==> src/rtl/gsram_arbiter.sv <==
// -----------------------------------------------------------------------------
// gsram_arbiter
//   Shares one single-port ROWS x COLS x DW grid SRAM between two requesters
//   (A and B) using round-robin arbitration with a valid/ready handshake.
//   Reads return data one cycle after acceptance with a one-cycle response
//   strobe to the requester that issued them. A clear engine zeroes the whole
//   grid, one cell per cycle in row-major order, when clr_start is pulsed.
//
// Ports
//   clk, rst_n              clock (posedge), synchronous active-low reset
//   clr_start / clr_busy    clear command pulse / clear in progress
//   x_req_valid/x_req_ready request handshake (x = a, b); ready is combinational
//   x_we, x_row, x_col      request type (1=write) and grid address
//   x_wdata                 write data
//   x_rsp_valid, x_rdata    read response strobe and data (cycle after accept)
//   oob_err                 accepted request addressed outside the grid
//   sram_we/row/col/wdata   SRAM command port
//   sram_rdata              SRAM registered read data
// -----------------------------------------------------------------------------
module gsram_arbiter #(
    parameter int ROWS = 10,
    parameter int COLS = 10,
    parameter int AW   = 4,
    parameter int DW   = 16
) (
    input  logic          clk,
    input  logic          rst_n,
    input  logic          clr_start,
    output logic          clr_busy,
    input  logic          a_req_valid,
    output logic          a_req_ready,
    input  logic          a_we,
    input  logic [AW-1:0] a_row,
    input  logic [AW-1:0] a_col,
    input  logic [DW-1:0] a_wdata,
    output logic          a_rsp_valid,
    output logic [DW-1:0] a_rdata,
    input  logic          b_req_valid,
    output logic          b_req_ready,
    input  logic          b_we,
    input  logic [AW-1:0] b_row,
    input  logic [AW-1:0] b_col,
    input  logic [DW-1:0] b_wdata,
    output logic          b_rsp_valid,
    output logic [DW-1:0] b_rdata,
    output logic          oob_err,
    output logic          sram_we,
    output logic [AW-1:0] sram_row,
    output logic [AW-1:0] sram_col,
    output logic [DW-1:0] sram_wdata,
    input  logic [DW-1:0] sram_rdata
);

    typedef enum logic {IDLE, CLEAR} state_t;

    // One extra bit so the bounds still compare correctly if ROWS/COLS == 2**AW.
    localparam logic [AW:0]   ROWS_W   = (AW+1)'(ROWS);
    localparam logic [AW:0]   COLS_W   = (AW+1)'(COLS);
    localparam logic [AW-1:0] LAST_ROW = AW'(ROWS - 1);
    localparam logic [AW-1:0] LAST_COL = AW'(COLS - 1);

    state_t        state;
    logic [AW-1:0] clr_row;
    logic [AW-1:0] clr_col;
    logic          prefer_b;     // 1 when A was granted last, so B wins a tie
    logic          rsp_a;
    logic          rsp_b;
    logic          rsp_zero;     // pending response came from an out-of-range read
    logic [AW-1:0] hold_row;
    logic [AW-1:0] hold_col;

    logic          arb_en;
    logic          grant_a;
    logic          grant_b;
    logic          grant;
    logic          g_we;
    logic [AW-1:0] g_row;
    logic [AW-1:0] g_col;
    logic [DW-1:0] g_wdata;
    logic          g_oob;

    // Arbitration: a pending clr_start blocks grants in the same cycle.
    always_comb begin
        arb_en  = rst_n && (state == IDLE) && !clr_start;
        grant_a = arb_en && a_req_valid && (!b_req_valid || !prefer_b);
        grant_b = arb_en && b_req_valid && (!a_req_valid ||  prefer_b);
        grant   = grant_a || grant_b;

        g_we    = grant_b ? b_we    : a_we;
        g_row   = grant_b ? b_row   : a_row;
        g_col   = grant_b ? b_col   : a_col;
        g_wdata = grant_b ? b_wdata : a_wdata;
        g_oob   = grant && (({1'b0, g_row} >= ROWS_W) || ({1'b0, g_col} >= COLS_W));
    end

    assign a_req_ready = grant_a;
    assign b_req_ready = grant_b;
    assign oob_err     = g_oob;

    // SRAM command mux. Without a grant the address is held so idle cycles
    // only re-read the last cell; out-of-range requests go to (0,0) with the
    // write suppressed.
    always_comb begin
        sram_we    = 1'b0;
        sram_row   = hold_row;
        sram_col   = hold_col;
        sram_wdata = '0;
        if (state == CLEAR) begin
            sram_we  = rst_n;
            sram_row = clr_row;
            sram_col = clr_col;
        end else if (grant) begin
            sram_we    = g_we && !g_oob;
            sram_row   = g_oob ? '0 : g_row;
            sram_col   = g_oob ? '0 : g_col;
            sram_wdata = g_wdata;
        end
    end

    // Responses are steered only to the requester that issued the read.
    assign a_rsp_valid = rsp_a;
    assign b_rsp_valid = rsp_b;
    assign a_rdata     = (rsp_a && !rsp_zero) ? sram_rdata : '0;
    assign b_rdata     = (rsp_b && !rsp_zero) ? sram_rdata : '0;

    always_ff @(posedge clk) begin
        if (!rst_n) begin
            state    <= IDLE;
            clr_row  <= '0;
            clr_col  <= '0;
            clr_busy <= 1'b0;
            prefer_b <= 1'b0;
            rsp_a    <= 1'b0;
            rsp_b    <= 1'b0;
            rsp_zero <= 1'b0;
            hold_row <= '0;
            hold_col <= '0;
        end else begin
            rsp_a    <= grant_a && !a_we;
            rsp_b    <= grant_b && !b_we;
            rsp_zero <= g_oob;
            hold_row <= sram_row;
            hold_col <= sram_col;
            if (grant) begin
                prefer_b <= grant_a;
            end
            case (state)
                IDLE: begin
                    if (clr_start) begin
                        state    <= CLEAR;
                        clr_busy <= 1'b1;
                        clr_row  <= '0;
                        clr_col  <= '0;
                    end
                end
                CLEAR: begin
                    // clr_start is ignored here; the sweep always runs to completion.
                    if (clr_col == LAST_COL) begin
                        clr_col <= '0;
                        if (clr_row == LAST_ROW) begin
                            state    <= IDLE;
                            clr_busy <= 1'b0;
                        end else begin
                            clr_row <= clr_row + 1'b1;
                        end
                    end else begin
                        clr_col <= clr_col + 1'b1;
                    end
                end
                default: state <= IDLE;
            endcase
        end
    end

endmodule

==> config.mk <==
export PLATFORM = sky130hd
export DESIGN_NAME = gsram_arbiter
export DESIGN_NICKNAME = d
export VERILOG_FILES = /design/src/rtl/gsram_arbiter.sv
export SDC_FILE = /design/constraint.sdc
export NUM_CORES = 1
export LEC_CHECK = 0
export CAP_MARGIN = 20
export CORE_MARGIN = 2
export CORE_UTILIZATION = 35
export CTS_CLUSTER_SIZE = 14
export DETAILED_ROUTE_END_ITERATION = 16
export PLACE_DENSITY = 0.82
export SLEW_MARGIN = 10
export SYNTH_ARGS = -nofsm -noshare
export SYNTH_HDL_FRONTEND = slang
export SYNTH_SLANG_ARGS = --single-unit
==> constraint.sdc <==
create_clock -name clk -period 3.65 [get_ports clk]
set_input_delay 1.095 -clock clk [delete_from_list [all_inputs] [get_ports clk]]
set_output_delay 1.095 -clock clk [all_outputs]
set_load 0.02 [all_outputs]
# Yosys cells after proc, flatten, opt, wreduce, memory -nomap -nowiden
# Index checks and enable logic that the tools add are counted.
[totals]
reg_bits = 22
elab_cells = 77
output_inout_bits = 63
[classes]
add_sub_neg = 2
n_reduce_logical = 26
bitwise_logic = 1
n_lt_le_gt_ge = 2
n_eq_ne = 6
mux = 30
[ops]
columns = ["cell", "count"]
rows = [
  ["$mux W16", 5],
  ["$mux W4", 12],
  ["$pmux W4 S2", 2],
  ["$logic_and A1 B1 Y1", 12],
  ["$mux W1", 9],
  ["$add A4 B1 Y4 const B", 2],
  ["$eq A4 B4 Y1 const B", 2],
  ["$ge A4 B4 Y1 const B", 2],
  ["$logic_not A1 Y1", 8],
  ["$reduce_and A3 Y1", 2],
  ["$logic_or A1 B1 Y1", 4],
  ["$ne A2 B1 Y1 const B", 2],
  ["$ne A2 B2 Y1 const B", 2],
  ["$pmux W1 S2", 2],
  ["$not A1 Y1", 1],
]

# Logic depth before layout (Yosys ltp)
# Gate-level depths: netlist (run 1).
[depth]
depth_word = 13
depth_mapped = 8
depth_no_buf = 6

# Worst setup path before layout (run 1)
# Ideal clock, no wire load.
[synth_path]
path_type = "input to output"
start = "input port rst_n"
end = "output port sram_row[1]"
t_arrival_ns = 2.439
path_stages = 6
path_slack_ns = 0.116
path_cell_list = "nor3b_4 > nand3_4 > inv_2 > buf_6 > mux2_1 > o21bai_1"
[synth_via]
elab_chain_len = 11
elab_cells_between_ends = 16
classes_between = "order compare (2); mux (5); reduce/logical (9)"
[synth_lines]
columns = ["item", "line_no", "source"]
rows = [
  ["start, declared", "27", "input logic rst_n,"],
  ["$logic_and A1 B1 Y1 * (2 in a row)", "84", "arb_en = rst_n && (state == IDLE) && !clr_start;"],
  ["$logic_and A1 B1 Y1 (2 in a row)", "86", "grant_b = arb_en && b_req_valid && (!a_req_valid || prefer_b);"],
  ["$mux W4, on equally long branches", "90, 91", ""],
  ["$ge A4 B4 Y1", "93", "g_oob = grant && (({1'b0, g_row} >= ROWS_W) || ({1'b0, g_col} >= COLS_W));"],
  ["$logic_or A1 B1 Y1", "93", ""],
  ["$logic_and A1 B1 Y1", "93", ""],
  ["$mux W4", "114", "sram_row = g_oob ? '0 : g_row;"],
  ["$mux W4 *", "112", "end else if (grant) begin"],
  ["$mux W4 *", "108", "if (state == CLEAR) begin"],
  ["end, declared", "48", "output logic [AW-1:0] sram_row,"],
]
# Every way passes the cells marked *; elsewhere a longest branch is shown, timed or not.

# Final worst setup path (run 1)
[layout_path]
start = "input port clr_start"
end = "output port sram_col[0]"
[layout_via]
elab_chain_len = 11
elab_cells_between_ends = 16
classes_between = "order compare (2); mux (5); reduce/logical (9)"
[layout_lines]
columns = ["item", "line_no", "source"]
rows = [
  ["start, declared", "28", "input logic clr_start,"],
  ["$logic_not A1 Y1 *", "84", ""],
  ["$logic_and A1 B1 Y1 *", "84", ""],
  ["$logic_and A1 B1 Y1 (2 in a row)", "86", ""],
  ["$mux W4, on equally long branches", "90, 91", ""],
  ["$ge A4 B4 Y1", "93", ""],
  ["$logic_or A1 B1 Y1", "93", ""],
  ["$logic_and A1 B1 Y1", "93", ""],
  ["$mux W4", "115", "sram_col = g_oob ? '0 : g_col;"],
  ["$mux W4 *", "112", ""],
  ["$mux W4 *", "108", ""],
  ["end, declared", "49", "output logic [AW-1:0] sram_col,"],
]
# Marked as above.

==> flow_summary.ini, run 1 <==
[cts]
clock_latency_ns = 0.27
htree_levels = 1
cts-root-buf = clkbuf_8
cts_tree = done
clock-sinks = 22
hold_buffers = 0
numCtsBuffers = 3
path_clk_slew_ns = 0.07
cts_max_path_buffers = 2

[routing]
wire_per_inst_um = 15.3
dr.first_iter.drc_count = 74
drc = 0
vias = 2451
avgViaCountPerCell = 5.07
drtPass1Iterations = 4
antenna_left = 0
totalWireLength_um = 7370

[critical_path]
endpoint_kind = output pin
cp.arrival_ns = 2.48
critPathLaunchType = input pin
cp_top_family = simple AND/OR/NAND/NOR gates
crit_start = clr_start
rr_startpoint = prefer_b$_SDFFE_PN0N_
slowest_stage = nor3b_4
crit_path_cell_trace = buf_2 -> nor3b_4 -> buf_6 -> nand2_8 -> a31o_4 -> or2_2 -> buf_6
path_buf_inv = 3
cp_slowest_stage_delay_ns = 0.32
path_class = in -> out
cp_max_fo = 7
crit_top_cell = buf_6
cp_data_required_time_ns = 2.55

[global_route]
grt_max_degree = 20
grt_pass1_vias = 2289
gr-total-overflow = 0
grt_usage_pct = 24.8
antenna_found_initial = 0
grt_pass1_wl_um = 11700

[synth]
synth_ff_type = dfxtp_1
syn_nets = 332
synth_edf_count = 0
synth_area_leaders = dfxtp_1 (24%), and2_1 (12%), nand2_1 (9.7%)
ys_types = 49
synth.cell_area_mm2 = 0.00182
synthCells = 257
async_flop_share_pct = 0
ys_ff_latch = 22
yosysTopAreaCellShare_pct = 24.1
ys_seq_area_share_pct = 24.1
yosysWarnings = 0
synth.largest_area_cell = dfxtp_1
synth.avg_cell_area_um2 = 7.10

[layout]
finalNonFillerCells = 483
fillers = 397
design_area_mm2 = 0.00354
seqCellArea_um2 = 440
final_common_cell = clkdlybuf4s50_1
mostFrequentLayoutCells = clkdlybuf4s50_1 (89), nand2_1 (47), and2_1 (36), buf_4 (33), dfxtp_1 (22)
drive_gt1_share_pct = 22.3
areaGrowthSynthToFinish_pct = 94.1
diodes = 0
multiInputGateArea_mm2 = 0.00141
nets = 490

[sta]
slew_viol_final = 0
hold_violations = 0
tightest_slew_ns = 0.792
setup_violations = 0
maxSlewHeadroom_pct = 47.1
skew_ns = 0.000849
post-route-period-util_pct = 97.9
hold_ws_ns = 0.506
layout_min_cycle_time_ns = 3.57
rsz0062_at_grt = no
max_freq_mhz = 280

[floorplan]
rows = 26
die-area_mm2 = 0.00581
die_w_um = 76.2
chipHeight_um = 76.2
io-pin-count = 134
core-area_mm2 = 0.00507
start_util_pct = 35.9

[min_path]
hold_path.class = reg -> reg
worstHoldStart = clr_row[3]$_SDFFE_PN0P_

[placement]
gp_congestion = 0.924
dp_cells = 475
hpwl_um = 5580
postPlaceCellArea_mm2 = 0.00338
port_buffers = 133

[power_and_ir_drop]
switching_share_pct = 30.9
leakage_nw = 1.63
p_int_uw = 477
irDropWorstVdd_mv = 0.201
power.switching_uw = 213
seq_power_share_pct = 37.2
power_uw = 690
p_comb_share_pct = 40.8
clkPwrFrac_pct = 22.0
power_density_mw_per_mm2 = 195

[flow_run]
max_cap_viol_count = 0

[run_status]
status = complete, no violations
==> state kept, by name (all words and copies together) (netlist names) <==
| name | count |
|---|---|
| clr_row | 4 |
| rsp_zero | 1 |
| a_rsp_valid | 1 |
| state | 1 |
| b_rsp_valid | 1 |
| prefer_b | 1 |
| hold_col | 4 |
| clr_busy | 1 |
| clr_col | 4 |
| hold_row | 4 |
==> final timing paths <==
kind	to	cells past startpoint	slack [ns]
max	sram_col[0]	7	0.08
min	clr_row[3]$_SDFFE_PN0P_	2	0.51
max reg2reg	hold_row[3]$_SDFF_PN0_	9	1.91
min reg2reg	clr_row[3]$_SDFFE_PN0P_	2	0.51
==> worst reg2reg max path, delay by kind of cell, from the launching register on <==
family / cells / cell delay (ns)
AO/OA/AOI/OAI: 1 / 0.35
buffers and inverters: 5 / 0.57
flip-flops: 1 / 0.34
AND/OR/NAND/NOR: 3 / 0.37
==> cell usage after synthesis, types with 3 or more instances <==
cell       n
nand3_1   13
buf_6      3
nand2_1   47
nand3b_1   6
buf_2      4
mux2_2     3
mux2i_1    5
clkbuf_1   6
o21ai_0    6
a21oi_1   19
nor2b_1    6
and2_1    36
a31o_2     3
or2_2      3
o22ai_1    6
ha_1       4
inv_1      7
nor2_1    21
dfxtp_1   22
a21o_1     4
==> metrics by stage <==
step | utilization, % | setup WS [ns] | setup TNS (ns)
6_report | 69.8 | 0.0775 | 0
5_1_grt | 69.8 | 0.0124 | 0
4_1_cts | 69.5 | 0.00151 | 0
3_5_place_dp | 66.5 | -0.732 | -17.72
3_3_place_gp | 66.5 | -0.677 | -16.60
2_1_floorplan | - | 0.116 | 0
==> cell families after synthesis <==
kind of cell	Yosys count	share of synthesized area [%]
multiplexers	9	5.21
flip-flops	22	24.1
AND/OR/NAND/NOR	144	40.9
AO/OA/AOI/OAI	57	21.1
adder cells (fa/ha/maj)	4	2.74
buffers and inverters	21	5.83
==> cell type report <==
cell class	count	area share, %
Multi-Input combinational cell	214	39.8
Clock buffer	3	1.17
Timing Repair Buffer	166	43.2
Tap cell	70	2.47
Inverter	8	0.919
Sequential cell	22	12.4
==> repair_timing <==
item,4_1_cts,5_1_grt
resized for setup,146,27
endpoints found under the setup margin,28,21
setup buffers,3,2
pin swaps,12,10
gates cloned,0,0
==> routing by layer <==
metal  vias up  track usage (%)  wire (um)
met3        11             3.44        396
met2        92             47.7       3850
met1      1150             28.6       3010
met5         -                0          0
li1       1198                -          -
met4         0             6.36        113
==> power by group through the flow <==
| stage | clock network [mW] | logic (mW) | registers, mW |
|---|---|---|---|
| after global routing | 0.163 | 0.302 | 0.258 |
| after detailed placement | 0 | 0.263 | 0.261 |
| after CTS | 0.155 | 0.276 | 0.256 |
| final | 0.152 | 0.282 | 0.257 |
| after global placement | 0 | 0.259 | 0.261 |
| after floorplan | 0 | 0.109 | 0.261 |
Power figures use the tool's default switching activity.
==> run 2: changes to the inputs <==
--- a/config.mk
+++ b/config.mk
@@ -10,6 +10,7 @@
 export CORE_UTILIZATION = 35
 export CTS_CLUSTER_SIZE = 14
 export DETAILED_ROUTE_END_ITERATION = 16
+export HOLD_SLACK_MARGIN = 0.08
 export PLACE_DENSITY = 0.82
 export SLEW_MARGIN = 10
 export SYNTH_ARGS = -nofsm -noshare
==> results of run 2 <==
The final DEF is identical to that of run 1; final timing and power are the same.
